`src/rtl/scan_sel_3to8.sv`:
```
// Channel sequencer feeding a 3-to-8 decoder: walks the set bits of a latched
// mask lowest-to-highest, holding each channel for a programmable dwell.
module scan_sel_3to8 #(
    parameter int DWELL_W = 4
) (
    input  logic               clk,
    input  logic               rst,
    input  logic               start,
    input  logic               stop,
    input  logic               cont,
    input  logic [7:0]         mask,
    input  logic [DWELL_W-1:0] dwell,
    output logic [2:0]         sel,
    output logic               en,
    output logic               busy,
    output logic               done
);

    typedef enum logic {
        IDLE = 1'b0,
        SCAN = 1'b1
    } state_t;

    localparam logic [DWELL_W-1:0] DW_ONE = DWELL_W'(1);

    // Current state is kept as a named signal so checkers can bind to it.
    state_t             state, state_nx;
    logic [2:0]         sel_nx;
    logic               en_nx, busy_nx, done_nx;
    logic [DWELL_W-1:0] cnt, cnt_nx;
    logic [7:0]         mask_q, mask_nx;
    logic               cont_q, cont_nx;
    logic [DWELL_W-1:0] dwell_q, dwell_nx;

    logic [DWELL_W-1:0] start_dwell_eff;
    logic [2:0]         start_low;
    logic [2:0]         latched_low;
    logic [2:0]         next_ch;
    logic               has_next;

    function automatic logic [2:0] lowest_bit(input logic [7:0] m);
        lowest_bit = 3'd0;
        for (int i = 7; i >= 0; i--) begin
            if (m[i]) lowest_bit = 3'(i);
        end
    endfunction

    // A dwell of 0 behaves as 1; dwell_q always holds the effective value.
    assign start_dwell_eff = (dwell == '0) ? DW_ONE : dwell;
    assign start_low       = lowest_bit(mask);
    assign latched_low     = lowest_bit(mask_q);

    always_comb begin
        has_next = 1'b0;
        next_ch  = 3'd0;
        for (int i = 7; i >= 0; i--) begin
            if (mask_q[i] && (3'(i) > sel)) begin
                has_next = 1'b1;
                next_ch  = 3'(i);
            end
        end
    end

    always_comb begin
        state_nx = state;
        sel_nx   = sel;
        en_nx    = en;
        busy_nx  = busy;
        done_nx  = 1'b0;
        cnt_nx   = cnt;
        mask_nx  = mask_q;
        cont_nx  = cont_q;
        dwell_nx = dwell_q;

        case (state)
            IDLE: begin
                sel_nx  = 3'd0;
                en_nx   = 1'b0;
                busy_nx = 1'b0;
                if (start) begin
                    if (mask != 8'd0) begin
                        state_nx = SCAN;
                        mask_nx  = mask;
                        cont_nx  = cont;
                        dwell_nx = start_dwell_eff;
                        sel_nx   = start_low;
                        en_nx    = 1'b1;
                        busy_nx  = 1'b1;
                        cnt_nx   = start_dwell_eff - DW_ONE;
                    end else begin
                        done_nx = 1'b1;
                    end
                end
            end
            SCAN: begin
                if (stop) begin
                    state_nx = IDLE;
                    sel_nx   = 3'd0;
                    en_nx    = 1'b0;
                    busy_nx  = 1'b0;
                    cnt_nx   = '0;
                end else if (cnt != '0) begin
                    cnt_nx = cnt - DW_ONE;
                end else if (has_next) begin
                    sel_nx = next_ch;
                    cnt_nx = dwell_q - DW_ONE;
                end else if (cont_q) begin
                    sel_nx = latched_low;
                    cnt_nx = dwell_q - DW_ONE;
                end else begin
                    state_nx = IDLE;
                    sel_nx   = 3'd0;
                    en_nx    = 1'b0;
                    busy_nx  = 1'b0;
                    done_nx  = 1'b1;
                    cnt_nx   = '0;
                end
            end
            default: begin
                state_nx = IDLE;
                sel_nx   = 3'd0;
                en_nx    = 1'b0;
                busy_nx  = 1'b0;
            end
        endcase
    end

    always_ff @(posedge clk) begin
        if (rst) begin
            state   <= IDLE;
            sel     <= 3'd0;
            en      <= 1'b0;
            busy    <= 1'b0;
            done    <= 1'b0;
            cnt     <= '0;
            mask_q  <= 8'd0;
            cont_q  <= 1'b0;
            dwell_q <= '0;
        end else begin
            state   <= state_nx;
            sel     <= sel_nx;
            en      <= en_nx;
            busy    <= busy_nx;
            done    <= done_nx;
            cnt     <= cnt_nx;
            mask_q  <= mask_nx;
            cont_q  <= cont_nx;
            dwell_q <= dwell_nx;
        end
    end

endmodule

```
`config.mk`:
```
export PLATFORM = sky130hd
export DESIGN_NAME = scan_sel_3to8
export DESIGN_NICKNAME = d
export VERILOG_FILES = /design/src/rtl/scan_sel_3to8.sv
export SDC_FILE = /design/constraint.sdc
export NUM_CORES = 1
export LEC_CHECK = 0
export ABC_CLOCK_PERIOD_IN_PS = 1390
export CORE_UTILIZATION = 45
export CTS_BUF_LIST = sky130_fd_sc_hd__clkbuf_16
export DETAILED_ROUTE_END_ITERATION = 10
export GPL_ROUTABILITY_DRIVEN = 0
export PLACE_DENSITY_LB_ADDON = 0.15
export SYNTH_ARGS = -nofsm -noshare
export SYNTH_HDL_FRONTEND = slang
export SYNTH_SLANG_ARGS = --single-unit
```
`constraint.sdc`:
```
create_clock -name clk -period 1.39 [get_ports clk]
set_input_delay 0.2085 -clock clk [delete_from_list [all_inputs] [get_ports clk]]
set_output_delay 0.2085 -clock clk [all_outputs]
set_load 0.03 [all_outputs]
```
==> report_table.html <==
<table>
<tr><th>Metric</th><th>Value</th></tr>
<tr><th colspan="2">Run status</th></tr>
<tr><td>Outcome</td><td>finished, violations left</td></tr>
<tr><td>Violations in the final reports</td><td>setup timing</td></tr>
<tr><th colspan="2">Min path</th></tr>
<tr><td>Worst Hold Class</td><td>flop to flop</td></tr>
<tr><td>Worst hold path startpoint</td><td>dwell_q[3]</td></tr>
<tr><th colspan="2">Global routing</th></tr>
<tr><td>Pin count of the biggest net entering global routing</td><td>13</td></tr>
<tr><td>Number of global-route vias before repair</td><td>1842</td></tr>
<tr><td>Total routing usage reported by global routing</td><td>0.3149</td></tr>
<tr><td>Antenna violations before repair</td><td>0</td></tr>
<tr><td>Grt total ovfl</td><td>0</td></tr>
<tr><td>First-pass GRT wire length</td><td>8.349 mm</td></tr>
<tr><th colspan="2">Timing</th></tr>
<tr><td>Count of final setup violators</td><td>10</td></tr>
<tr><td>Worst clock skew</td><td>4.125 ps</td></tr>
<tr><td>Portion of the clock cycle consumed by the worst path in the final layout</td><td>1.136</td></tr>
<tr><td>RSZ-0062 raised after global routing</td><td>yes</td></tr>
<tr><td>Actual slew at the worst max-slew pin</td><td>451.0 ps</td></tr>
<tr><td>Hold violation count in the final report</td><td>0</td></tr>
<tr><td>Final Max Tran Viols</td><td>0</td></tr>
<tr><td>TNS Setup</td><td>-1191 ps</td></tr>
<tr><td>Post-Route Hold Slack</td><td>484.9 ps</td></tr>
<tr><td>Slew HR</td><td>0.6955</td></tr>
<tr><td>Final critical-path setup slack</td><td>-188.7 ps</td></tr>
<tr><td>Period minus WS final</td><td>1579 ps</td></tr>
<tr><td>Max Fclk</td><td>633.4 MHz</td></tr>
<tr><th colspan="2">Die</th></tr>
<tr><td>Initial Utilization</td><td>0.4855</td></tr>
<tr><td>Floorplan row count</td><td>20</td></tr>
<tr><td>Placeable core region</td><td>3103 sq um</td></tr>
<tr><td>Die Y-Extent</td><td>59.86 um</td></tr>
<tr><td>Die outline area</td><td>3583 sq um</td></tr>
<tr><td>IO Count</td><td>23</td></tr>
<tr><td>Die span in x</td><td>59.86 um</td></tr>
<tr><th colspan="2">Logic synthesis</th></tr>
<tr><td>Count of flip-flops with a built-in enable after synthesis</td><td>0</td></tr>
<tr><td>Async set or reset register ratio after synthesis</td><td>0</td></tr>
<tr><td>Total of flip-flops plus latches after synthesis</td><td>23</td></tr>
<tr><td>Average size of a mapped cell</td><td>7.532 sq um</td></tr>
<tr><td>Mapped Nets</td><td>221</td></tr>
<tr><td>Area of the mapped netlist</td><td>1506 sq um</td></tr>
<tr><td>Most used flip-flop cell after synthesis</td><td>sky130_fd_sc_hd__dfxtp_1</td></tr>
<tr><td>Yosys cell types</td><td>52</td></tr>
<tr><td>Synth warn</td><td>0</td></tr>
<tr><td>Cell count after synthesis</td><td>200</td></tr>
<tr><td>Post-synthesis sequential area ratio</td><td>0.3056</td></tr>
<tr><th colspan="2">Cells and area</th></tr>
<tr><td>Share of the core filled with cells</td><td>0.7927</td></tr>
<tr><td>Layout-stage area growth over the synthesis result</td><td>63.29%</td></tr>
<tr><td>Antenna diodes</td><td>0</td></tr>
<tr><td>Nets</td><td>302</td></tr>
<tr><td>Share of post-route cells with drive strength above 1</td><td>0.3893</td></tr>
<tr><td>Summed area of non-filler cells in the final layout</td><td>2460 sq um</td></tr>
<tr><th colspan="2">Routing</th></tr>
<tr><td>Total vias in the final route</td><td>1838</td></tr>
<tr><td>Detail-routed via count per cell</td><td>5.673</td></tr>
<tr><td>Drt first pass iters</td><td>4</td></tr>
<tr><td>Routed length per placed instance</td><td>17.05 um</td></tr>
<tr><td>Antenna viol nets, final</td><td>0</td></tr>
<tr><td>DRC errors left</td><td>0</td></tr>
<tr><td>Number of design-rule violations left by the first detailed-router iteration</td><td>122</td></tr>
<tr><td>Routed WL</td><td>5.524 mm</td></tr>
<tr><th colspan="2">Clocking</th></tr>
<tr><td>Reg clk slew, reported paths</td><td>60 ps</td></tr>
<tr><td>Clock root buffer</td><td>sky130_fd_sc_hd__clkbuf_16</td></tr>
<tr><td>Clock tree sinks</td><td>23</td></tr>
<tr><td>H-tree depth</td><td>1</td></tr>
<tr><td>Count of hold buffers inserted by post-cts repair</td><td>0</td></tr>
<tr><td>CTS tree</td><td>built</td></tr>
<tr><td>Clock latency at the later pin of the worst-skew pair</td><td>260 ps</td></tr>
<tr><td>Number of buffers created by CTS</td><td>3</td></tr>
<tr><td>Maximum number of buffers from clock root to sink</td><td>2</td></tr>
<tr><th colspan="2">Placed design</th></tr>
<tr><td>Number of port buffers</td><td>22</td></tr>
<tr><td>Post-DP Area</td><td>2155 sq um</td></tr>
<tr><td>Post-detailed-placement half-perimeter wirelength</td><td>3.566 mm</td></tr>
<tr><th colspan="2">Pwr</th></tr>
<tr><td>P per Cell Area</td><td>893.7 nW/um^2</td></tr>
<tr><td>Maximum ir drop on the vdd rail</td><td>0.0006648 V</td></tr>
<tr><td>Int Pwr</td><td>1.500 mW</td></tr>
<tr><td>Combinational share of power</td><td>0.365</td></tr>
<tr><td>Net switching power</td><td>698.5 uW</td></tr>
<tr><td>Clk pwr share</td><td>0.292</td></tr>
<tr><td>Power Total</td><td>2.198 mW</td></tr>
<tr><td>Static leakage power</td><td>1.077 nW</td></tr>
<tr><td>Share of power burned in registers</td><td>0.343</td></tr>
<tr><td>Sw Share</td><td>0.3177</td></tr>
<tr><th colspan="2">Worst setup path</th></tr>
<tr><td>Worst r2r path cells</td><td>5</td></tr>
<tr><td>Critical Path AT</td><td>1740 ps</td></tr>
<tr><td>RR Endpoint</td><td>sel[1]</td></tr>
<tr><td>Required arrival time at the worst endpoint</td><td>1550 ps</td></tr>
<tr><td>Capturing element of the worst setup path</td><td>sel[1]</td></tr>
<tr><td>Launch instance of the worst register-to-register path</td><td>sel[1]</td></tr>
<tr><td>Startpoint class of the critical path</td><td>flop</td></tr>
<tr><td>Type of the worst setup path</td><td>flop to flop</td></tr>
<tr><td>Source of the critical timing path</td><td>sel[1]</td></tr>
<tr><td>Reg-to-reg slack, setup</td><td>-190 ps</td></tr>
<tr><td>Type of element capturing the critical path</td><td>flop</td></tr>
<tr><td>Highest fanout seen on the critical path</td><td>7</td></tr>
<tr><th colspan="2">Run</th></tr>
<tr><td>Maximum Capacitance Violations</td><td>0</td></tr>
</table>
routing by layer:
| metal | share of wire | up-vias | track usage |
|---|---|---|---|
| li1 | - | 872 | - |
| met3 | 0.060 | 18 | 0.05195 |
| met1 | 0.41 | 870 | 0.3873 |
| met5 | 0 | - | 0 |
| met4 | 0.032 | 0 | 0.1561 |
| met2 | 0.50 | 78 | 0.5286 |
through the flow:
stage | worst slack, ps | std cells
final | -188.7 | 324
after global routing | -239.0 | 324
after CTS | -200.7 | 321
after detailed placement | -523.3 | 307
after global placement | -447.6 | 307
after floorplan | -112.8 | 200
critical path, cell delays in order (launching register included):
cell	delay [ps]
sky130_fd_sc_hd__dfxtp_4	370
sky130_fd_sc_hd__or3b_4	400
sky130_fd_sc_hd__o21ai_4	90
sky130_fd_sc_hd__o32ai_2	90
sky130_fd_sc_hd__a211o_1	300
sky130_fd_sc_hd__a311oi_2	230
timing repair:
action,CTS,global route
buffers inserted,10,3
resized for setup,38,19
endpoints found under the setup margin,29,13
endpoints found under the hold margin,0,0
pin swaps,14,15
cell families (layout without fill, tap and decap cells):
kind of cell             after synthesis  count (layout)  synth area share
multiplexers                           4               4           0.02658
AND/OR/NAND/NOR                       79              79            0.2616
flip-flops                            23              23            0.3056
XOR/XNOR                               3               3           0.01745
adder cells (fa/ha/maj)                4               4           0.03322
buffers and inverters                 20             100           0.05482
AO/OA/AOI/OAI                         67              67            0.3007
registers in the layout (all words and copies together), names as in the netlist:
name,count
mask_q,8
cnt,4
dwell_q,4
sel,3
busy,1
cont_q,1
done,1
state,1
cells in the final DEF (no fill, tap or decap), types with 5 or more instances in the layout:
| cell type | count |
|---|---|
| sky130_fd_sc_hd__o21ai_2 | 5 |
| sky130_fd_sc_hd__dfxtp_1 | 17 |
| sky130_fd_sc_hd__inv_1 | 8 |
| sky130_fd_sc_hd__nor2_1 | 17 |
| sky130_fd_sc_hd__o211ai_1 | 7 |
| sky130_fd_sc_hd__dlygate4sd2_1 | 12 |
| sky130_fd_sc_hd__nand2_1 | 29 |
| sky130_fd_sc_hd__clkdlybuf4s50_1 | 8 |
| sky130_fd_sc_hd__buf_4 | 58 |
| sky130_fd_sc_hd__nor2b_1 | 6 |
| sky130_fd_sc_hd__buf_6 | 7 |
| sky130_fd_sc_hd__a21oi_1 | 20 |
power groups by stage:
stage / clock, mW / combinational, mW / sequential (mW)
5_1_grt: 0.675 / 0.855 / 0.760
2_1_floorplan: 0 / 0.330 / 0.773
3_3_place_gp: 0 / 0.637 / 0.758
3_5_place_dp: 0 / 0.659 / 0.762
6_report: 0.641 / 0.802 / 0.755
4_1_cts: 0.630 / 0.724 / 0.750
cell type report:
cell class                 count  area, sq um
multi-input combinational    157         1107
timing repair buffer          87        709.4
fill                         226        643.1
sequential                    23        475.5
clock buffer                   3        75.07
tap                           44        55.05
inverter                       9        33.78
clock inverter                 1        3.754
synth_stat cells, types with 3 or more instances:
master	number	area (sq um)
sky130_fd_sc_hd__nand2b_1	3	18.77
sky130_fd_sc_hd__inv_1	9	33.78
sky130_fd_sc_hd__nor2b_1	6	37.54
sky130_fd_sc_hd__a21o_1	4	30.03
sky130_fd_sc_hd__nor3_1	5	25.02
sky130_fd_sc_hd__o211ai_1	7	52.55
sky130_fd_sc_hd__a21oi_1	20	100.1
sky130_fd_sc_hd__buf_2	3	15.01
sky130_fd_sc_hd__nor2_1	19	71.32
sky130_fd_sc_hd__mux2i_1	4	40.04
sky130_fd_sc_hd__ha_1	4	50.05
sky130_fd_sc_hd__nand2_1	29	108.9
sky130_fd_sc_hd__dfxtp_1	23	460.4
sky130_fd_sc_hd__a211oi_1	4	30.03
sky130_fd_sc_hd__clkbuf_1	7	26.28
sky130_fd_sc_hd__o21ai_0	9	45.04
how the worst min path moves through the flow:
stage / depth (start not counted) / end / slack (ps)
finish: 2 / dwell_q[3] / 480
global route: 2 / dwell_q[1] / 500
CTS: 2 / dwell_q[3] / 490
detailed placement: 2 / dwell_q[3] / 480
global placement: 2 / dwell_q[3] / 460
floorplan: 2 / mask_q[2] / 340
No activity file was read; power rests on OpenSTA's default activity.
